File: config.mk
export PLATFORM = sky130hd
export DESIGN_NAME = regfile_flat
export DESIGN_NICKNAME = d
export VERILOG_FILES = /design/src/rtl/regfile_pkg.sv /design/src/rtl/regfile_if.sv /design/src/rtl/regfile_read_port.sv /design/src/rtl/regfile.sv /design/src/flat_wrapper.sv
export SDC_FILE = /design/constraint.sdc
export NUM_CORES = 2
export LEC_CHECK = 0
export BUFFER_PORTS_ARGS = -buffer_cell sky130_fd_sc_hd__buf_2
export CAP_MARGIN = 20
export CORE_MARGIN = 3
export CORE_UTILIZATION = 50
export CTS_BUF_LIST = sky130_fd_sc_hd__clkbuf_16
export CTS_CLUSTER_DIAMETER = 200
export CTS_CLUSTER_SIZE = 8
export DETAILED_ROUTE_END_ITERATION = 6
export PLACE_DENSITY = 0.66
export REMOVE_ABC_BUFFERS = 1
export SLEW_MARGIN = 10
export SYNTH_ARGS = -nofsm -noshare
export SYNTH_HDL_FRONTEND = slang
export SYNTH_SLANG_ARGS = --single-unit
File: constraint.sdc
create_clock -name clk -period 9.4 [get_ports clk]
set_input_delay 2.35 -clock clk [delete_from_list [all_inputs] [get_ports clk]]
set_output_delay 2.35 -clock clk [all_outputs]
set_load 0.01 [all_outputs]
File: src/rtl/regfile_pkg.sv
// ---------------------------------------------------------------------------
// regfile_pkg
// Shared constants for the integer register file slice.
//
// The legacy defines (`RegBus, `RegAddrBus, `ZeroWord, `WriteEnable,
// `WriteDisable, `ReadEnable, `ReadDisable, `RegNum, `RegNumLog2) are kept
// here for code that still spells widths with them. New code uses the
// localparams below.
//
// Optional feature macro: REGFILE_WRITE_CNT_EN (consumed by regfile.sv).
// ---------------------------------------------------------------------------
`ifndef REGFILE_DEFINES_DONE
`define REGFILE_DEFINES_DONE
`define RegBus       31:0
`define RegAddrBus   4:0
`define ZeroWord     32'h0000_0000
`define WriteEnable  1'b1
`define WriteDisable 1'b0
`define ReadEnable   1'b1
`define ReadDisable  1'b0
`define RegNum       32
`define RegNumLog2   5
`endif

package regfile_pkg;

    localparam int RF_DATA_W   = 32;
    localparam int RF_ADDR_W   = 5;
    localparam int RF_NUM_REGS = 2 ** RF_ADDR_W;

    localparam logic [RF_DATA_W-1:0] RF_ZERO_WORD = '0;

endpackage : regfile_pkg

File: src/rtl/regfile_if.sv
// ---------------------------------------------------------------------------
// regfile_if
// Bundles the writeback bus (we/waddr/wdata) and the two decode-side read
// ports (reN/raddrN/rdataN) of the register file.
//
// Modports:
//   master - pipeline side: drives write bus and read requests, gets rdata.
//   slave  - register file side: consumes requests, drives rdata1/rdata2.
// ---------------------------------------------------------------------------
interface regfile_if
    import regfile_pkg::*;
#(
    parameter int DATA_W = RF_DATA_W,
    parameter int ADDR_W = RF_ADDR_W
);

    logic              we;
    logic [ADDR_W-1:0] waddr;
    logic [DATA_W-1:0] wdata;

    logic              re1;
    logic [ADDR_W-1:0] raddr1;
    logic [DATA_W-1:0] rdata1;

    logic              re2;
    logic [ADDR_W-1:0] raddr2;
    logic [DATA_W-1:0] rdata2;

    modport master (
        output we, waddr, wdata,
        output re1, raddr1, re2, raddr2,
        input  rdata1, rdata2
    );

    modport slave (
        input  we, waddr, wdata,
        input  re1, raddr1, re2, raddr2,
        output rdata1, rdata2
    );

endinterface : regfile_if

File: src/rtl/regfile_read_port.sv
// ---------------------------------------------------------------------------
// regfile_read_port
// Combinational read-priority mux for one register-file read port.
//
// Ports:
//   rst   in  active-low reset (0 forces the output to zero)
//   re    in  read enable
//   raddr in  read index
//   we    in  writeback write enable
//   waddr in  writeback index
//   wdata in  writeback data (bypassed when it targets raddr)
//   word  in  array entry currently selected by raddr
//   rdata out read result
// ---------------------------------------------------------------------------
module regfile_read_port
    import regfile_pkg::*;
#(
    parameter int DATA_W = RF_DATA_W,
    parameter int ADDR_W = RF_ADDR_W
) (
    input  logic              rst,
    input  logic              re,
    input  logic [ADDR_W-1:0] raddr,
    input  logic              we,
    input  logic [ADDR_W-1:0] waddr,
    input  logic [DATA_W-1:0] wdata,
    input  logic [DATA_W-1:0] word,
    output logic [DATA_W-1:0] rdata
);

    always_comb begin
        // NOTE: a default on entry to every always_comb path keeps the mux
        // purely combinational; a missing else would otherwise infer a latch.
        rdata = RF_ZERO_WORD;
        if (!rst || !re || raddr == '0) begin
            rdata = RF_ZERO_WORD;
        end else if (we && waddr == raddr) begin
            // Same-cycle writeback is forwarded so decode never sees stale data.
            rdata = wdata;
        end else begin
            rdata = word;
        end
    end

endmodule : regfile_read_port

File: src/rtl/regfile.sv
// ---------------------------------------------------------------------------
// regfile
// 32 x 32-bit integer register file, x0 hardwired to zero. One write port
// fed by the MEM/WB register, two combinational read ports feeding ID, with
// write-to-read bypass.
//
// Ports:
//   clk      in   system clock, rising edge
//   rst      in   asynchronous active-low reset, clears every entry
//   bus      --   regfile_if.slave: we/waddr/wdata, re1/raddr1/rdata1,
//                 re2/raddr2/rdata2
//   wr_count out  committed-write counter (only with REGFILE_WRITE_CNT_EN)
//
// Optional feature macro: REGFILE_WRITE_CNT_EN.
// ---------------------------------------------------------------------------
module regfile
    import regfile_pkg::*;
#(
    parameter int DATA_W   = RF_DATA_W,
    parameter int ADDR_W   = RF_ADDR_W,
    parameter int NUM_REGS = RF_NUM_REGS
) (
    input  logic        clk,
    input  logic        rst,
    regfile_if.slave    bus
`ifdef REGFILE_WRITE_CNT_EN
    ,
    output logic [31:0] wr_count
`endif
);

    logic [DATA_W-1:0] r_regs [NUM_REGS];
    logic              w_wr_commit;

    // Entry 0 is never written, so it holds its reset value of zero forever.
    assign w_wr_commit = bus.we && (bus.waddr != '0);

    // NOTE: the array is reset explicitly because every entry must read zero
    // right after rst, which also rules out mapping it onto a plain SRAM.
    always_ff @(posedge clk or negedge rst) begin
        if (!rst) begin
            for (int i = 0; i < NUM_REGS; i++) begin
                r_regs[i] <= '0;
            end
        end else if (w_wr_commit) begin
            // NOTE: non-blocking so every reader in this time step sees the
            // pre-edge value of the array.
            r_regs[bus.waddr] <= bus.wdata;
        end
    end

`ifdef REGFILE_WRITE_CNT_EN
    logic [31:0] r_wr_count;

    // Counts only committed writes; wraps naturally at 2**32.
    always_ff @(posedge clk or negedge rst) begin
        if (!rst) begin
            r_wr_count <= '0;
        end else if (w_wr_commit) begin
            r_wr_count <= r_wr_count + 32'd1;
        end
    end

    assign wr_count = r_wr_count;
`endif

    regfile_read_port #(
        .DATA_W (DATA_W),
        .ADDR_W (ADDR_W)
    ) u_read_port1 (
        .rst   (rst),
        .re    (bus.re1),
        .raddr (bus.raddr1),
        .we    (bus.we),
        .waddr (bus.waddr),
        .wdata (bus.wdata),
        .word  (r_regs[bus.raddr1]),
        .rdata (bus.rdata1)
    );

    regfile_read_port #(
        .DATA_W (DATA_W),
        .ADDR_W (ADDR_W)
    ) u_read_port2 (
        .rst   (rst),
        .re    (bus.re2),
        .raddr (bus.raddr2),
        .we    (bus.we),
        .waddr (bus.waddr),
        .wdata (bus.wdata),
        .word  (r_regs[bus.raddr2]),
        .rdata (bus.rdata2)
    );

endmodule : regfile

File: src/flat_wrapper.sv
// flat-port wrapper written by rule: the top's interface ports become plain ports
module regfile_flat import regfile_pkg::*;
#(
    parameter int DATA_W   = RF_DATA_W,
    parameter int ADDR_W   = RF_ADDR_W,
    parameter int NUM_REGS = RF_NUM_REGS
)
  (clk, rst, bus_we, bus_waddr, bus_wdata, bus_re1, bus_raddr1, bus_re2, bus_raddr2, bus_rdata1, bus_rdata2);
  regfile_if #(.DATA_W(DATA_W), .ADDR_W(ADDR_W)) bus_i ();
  input  logic clk;
  input  logic rst;
  input wire logic [$bits(bus_i.we)-1:0] bus_we;
  input wire logic [$bits(bus_i.waddr)-1:0] bus_waddr;
  input wire logic [$bits(bus_i.wdata)-1:0] bus_wdata;
  input wire logic [$bits(bus_i.re1)-1:0] bus_re1;
  input wire logic [$bits(bus_i.raddr1)-1:0] bus_raddr1;
  input wire logic [$bits(bus_i.re2)-1:0] bus_re2;
  input wire logic [$bits(bus_i.raddr2)-1:0] bus_raddr2;
  output wire logic [$bits(bus_i.rdata1)-1:0] bus_rdata1;
  output wire logic [$bits(bus_i.rdata2)-1:0] bus_rdata2;
  assign bus_i.we = bus_we;
  assign bus_i.waddr = bus_waddr;
  assign bus_i.wdata = bus_wdata;
  assign bus_i.re1 = bus_re1;
  assign bus_i.raddr1 = bus_raddr1;
  assign bus_i.re2 = bus_re2;
  assign bus_i.raddr2 = bus_raddr2;
  assign bus_rdata1 = bus_i.rdata1;
  assign bus_rdata2 = bus_i.rdata2;
  regfile #(.DATA_W(DATA_W), .ADDR_W(ADDR_W), .NUM_REGS(NUM_REGS)) u_core (.clk(clk), .rst(rst), .bus(bus_i));
endmodule
==> impl_metrics.py <==
metrics = {
    "run_status": {
        "status": "complete, no violations",
    },
    "die": {
        "fp.coreArea_mm2": 0.110,
        "io_pins": 116,
        "die_area_mm2": 0.115,
        "fp.dieH_um": 340,
        "rows": 121,
        "die_x_um": 340,
        "initial_utilization_pct": 50.8,
    },
    "synth": {
        "synth_flop_cell": "dfrtp_1",
        "synthArstFlopShare_pct": 100,
        "synth-edff-count": 0,
        "synth_cell_types": 54,
        "avgSynthCellArea_um2": 13.9,
        "yosysWarnings": 0,
        "netlist_area_mm2": 0.0557,
        "synth_seq_cells": 1024,
        "ys_seq_area_share_pct": 46.0,
        "syn_inst": 4015,
    },
    "route": {
        "drc_errors": 0,
        "wl_per_cell_um": 32.3,
        "vias": 37085,
        "drtIter0Drc": 3950,
        "vias_per_cell": 6.85,
        "firstDrtPassIters": 5,
        "antenna_left": 0,
        "wl_mm": 175,
    },
    "placement": {
        "hpwlAfterDp_mm": 97.0,
        "placed_area_mm2": 0.0571,
        "gp_congestion": 0.803,
        "io_buffers": 115,
        "placed_cells": 5254,
    },
    "sta": {
        "rsz0062_at_grt": "false",
        "timing.final.crit_share_pct": 81.4,
        "max_freq_mhz": 131,
        "finalMaxSlewViolations": 0,
        "hold_viol": 0,
        "max_slew_margin_pct": 19.4,
        "setup-violations-final": 0,
        "finalSetupTns_ns": 0,
        "fin_worst_skew_ns": 0,
        "period_needed_ns": 7.65,
        "worst_slew_pin_slew_ns": 1.21,
    },
    "min_path": {
        "min_path_type": "register to register",
    },
    "power_and_ir_drop": {
        "power.leakage_nw": 26.9,
        "p_per_area_mw_per_mm2": 215,
        "total_power_mw": 13.1,
        "ir_drop_mv": 0.177,
    },
    "critical_path": {
        "crit_family": "buffers and inverters",
        "path_max_fanout": 78,
        "cp_num_buf_inv": 3,
        "max_stage_delay_ns": 0.82,
        "critPathCaptureType": "output port",
        "cp-start-kind": "primary input",
        "arrival_ns": 5.30,
        "critPathRequiredTime_ns": 7.05,
        "crit_type": "primary input to output port",
        "path_cells": "buf_8 -> buf_4 -> mux4_2 -> nor2b_1 -> a211oi_1 -> o41ai_1 -> buf_2",
        "slowest_stage": "o41ai_1",
    },
    "clocking": {
        "ctsResizeCount": 0,
        "clock-sinks": 1024,
        "postCtsSetupBuffers": 0,
        "htreeDepth": 4,
        "root_buffer": "clkbuf_16",
        "clock_tree.buffer_depth": 3,
        "cts_buffers": 145,
        "cts-hold-fix-buffers": 0,
        "worstSkewPairLatency_ns": 0.73,
        "clkTransAtPathRegs_ns": 0.05,
        "cts_tree": "done",
    },
    "job": {
        "drv_cap": 0,
    },
    "layout": {
        "fin_util_pct": 55.6,
        "drive_gt1_share_pct": 46.4,
        "largest_register_ffs": 1024,
        "fillers": 8969,
        "area_delta_synth_final_pct": 9.56,
        "largest-register": "u_core.r_regs",
        "final_area_mm2": 0.0610,
        "nNetsFinal": 3977,
        "top_regs": "u_core.r_regs (1024)",
        "fin_cells": 5414,
    },
    "global_routing": {
        "grt_max_degree": 159,
        "grt_pass1_vias": 37833,
        "overflow": 0,
        "antenna_found_initial": 5,
        "grt_pass1_wl_mm": 258,
        "grt_util_all_layers_pct": 30.1,
    },
}
-- metal layers --
layer / track usage, % / vias up / part of all wire (%)
met4: 11.4 / 4 / 3.7
met5: 0 / - / 0.019
met2: 48.0 / 1745 / 47
li1: - / 15077 / -
met3: 5.80 / 374 / 7.9
met1: 41.2 / 19885 / 41
-- layout by cell type (no fill, tap or decap), types with 4 or more instances in the layout --
master	count
a211oi_1	8
a21oi_1	41
a221oi_1	5
a22o_1	31
a22oi_1	109
a311oi_1	8
a32o_1	23
buf_12	9
buf_2	107
buf_4	98
buf_8	5
clkbuf_16	150
clkinv_8	4
dfrtp_1	1024
mux2_1	23
mux2_2	1083
mux2i_1	352
mux4_2	310
nand2_1	92
nand2_2	11
nand2b_1	37
nand3_1	23
nand4_1	34
nor2_1	34
nor2_4	16
nor2b_1	11
nor2b_4	6
o2111ai_1	5
o211ai_1	23
o21ai_0	59
o221ai_1	31
o22a_1	26
o22ai_1	80
o41ai_1	8
or2_2	4
xnor2_1	10
-- through the flow --
stage,hold slack [ns],setup slack (ns)
6_report,0.399,1.75
5_1_grt,0.408,1.72
4_1_cts,0.398,1.72
3_5_place_dp,0.388,1.73
3_3_place_gp,0.382,1.78
2_1_floorplan,0.369,1.54
-- Yosys cell counts (3+ instances only) --
cell       count  share of area (%)
a211oi_1       8               0.11
a21oi_1       41               0.37
a221oi_1       5              0.079
a22o_1        31               0.49
a22oi_1      109                1.5
a311oi_1       8               0.13
a32o_1        23               0.41
buf_1         29               0.20
buf_2        164                1.5
buf_4         34               0.46
buf_6         14               0.28
buf_8          4               0.11
clkbuf_1     210                1.4
dfrtp_1     1024                 46
mux2_1        23               0.47
mux2_2      1083                 22
mux2i_1      352                6.3
mux4_2       310                 13
nand2_1      103               0.69
nand2b_1      39               0.44
nand3_1       26               0.23
nand4_1       34               0.38
nand4b_1       3              0.047
nor2_1        48               0.32
nor2b_1       16               0.18
nor3_1         4              0.036
o2111ai_1      5              0.079
o211ai_1      23               0.31
o21ai_0       59               0.53
o221ai_1      31               0.49
o22a_1        26               0.41
o22ai_1       80               0.90
o41ai_1        8               0.13
or2_2          3              0.034
or3_1          3              0.034
xnor2_1       10               0.16
-- where the power goes --
part | switching, mW | internal [mW] | leakage (nW) | total (mW)
sequential | 0.605 | 5.26 | 13.1 | 5.86
combinational | 1.05 | 1.48 | 11.9 | 2.53
clock | 1.92 | 2.80 | 1.91 | 4.72
total | 3.58 | 9.53 | 26.9 | 13.1
-- worst paths after layout --
path / startpoint / to / slack [ns] / depth (start not counted)
min in group asynchronous: rst / u_core.r_regs[682] / 1.48 / 1
worst min-delay path: u_core.r_regs[1014] / u_core.r_regs[1014] / 0.40 / 0
worst max register to register: u_core.r_regs[395] / u_core.r_regs[395] / 8.56 / 1
worst min register to register: u_core.r_regs[1014] / u_core.r_regs[1014] / 0.40 / 0
worst max-delay path: bus_raddr2[1] / bus_rdata2[16] / 1.75 / 7
max in group asynchronous: rst / u_core.r_regs[560] / 4.39 / 5
-- logic make-up (layout without fill, tap and decap cells) --
| logic type | count (synthesis) | in the layout | synth area share (%) |
|---|---|---|---|
| mux | 1768 | 1768 | 41.2 |
| buf+inv | 459 | 381 | 3.97 |
| simple gates | 294 | 294 | 2.63 |
| other cells | 0 | 1 | 0 |
| compound gates | 460 | 460 | 5.95 |
| xor+xnor | 10 | 10 | 0.157 |
| flops | 1024 | 1024 | 46.0 |
-- layout make-up --
type | count | area (um2) | area share (%)
multi-input combinational | 2532 | 28100 | 46.0
clock inverter | 9 | 141 | 0.232
inverter | 2 | 10.0 | 0.0164
timing repair buffer | 220 | 1540 | 2.52
tap | 1476 | 1850 | 3.03
clock buffer | 150 | 3750 | 6.16
sequential | 1024 | 25600 | 42.0
antenna | 1 | 2.50 | 0.00410
Note: power is estimated with default switching activity, not from simulation.
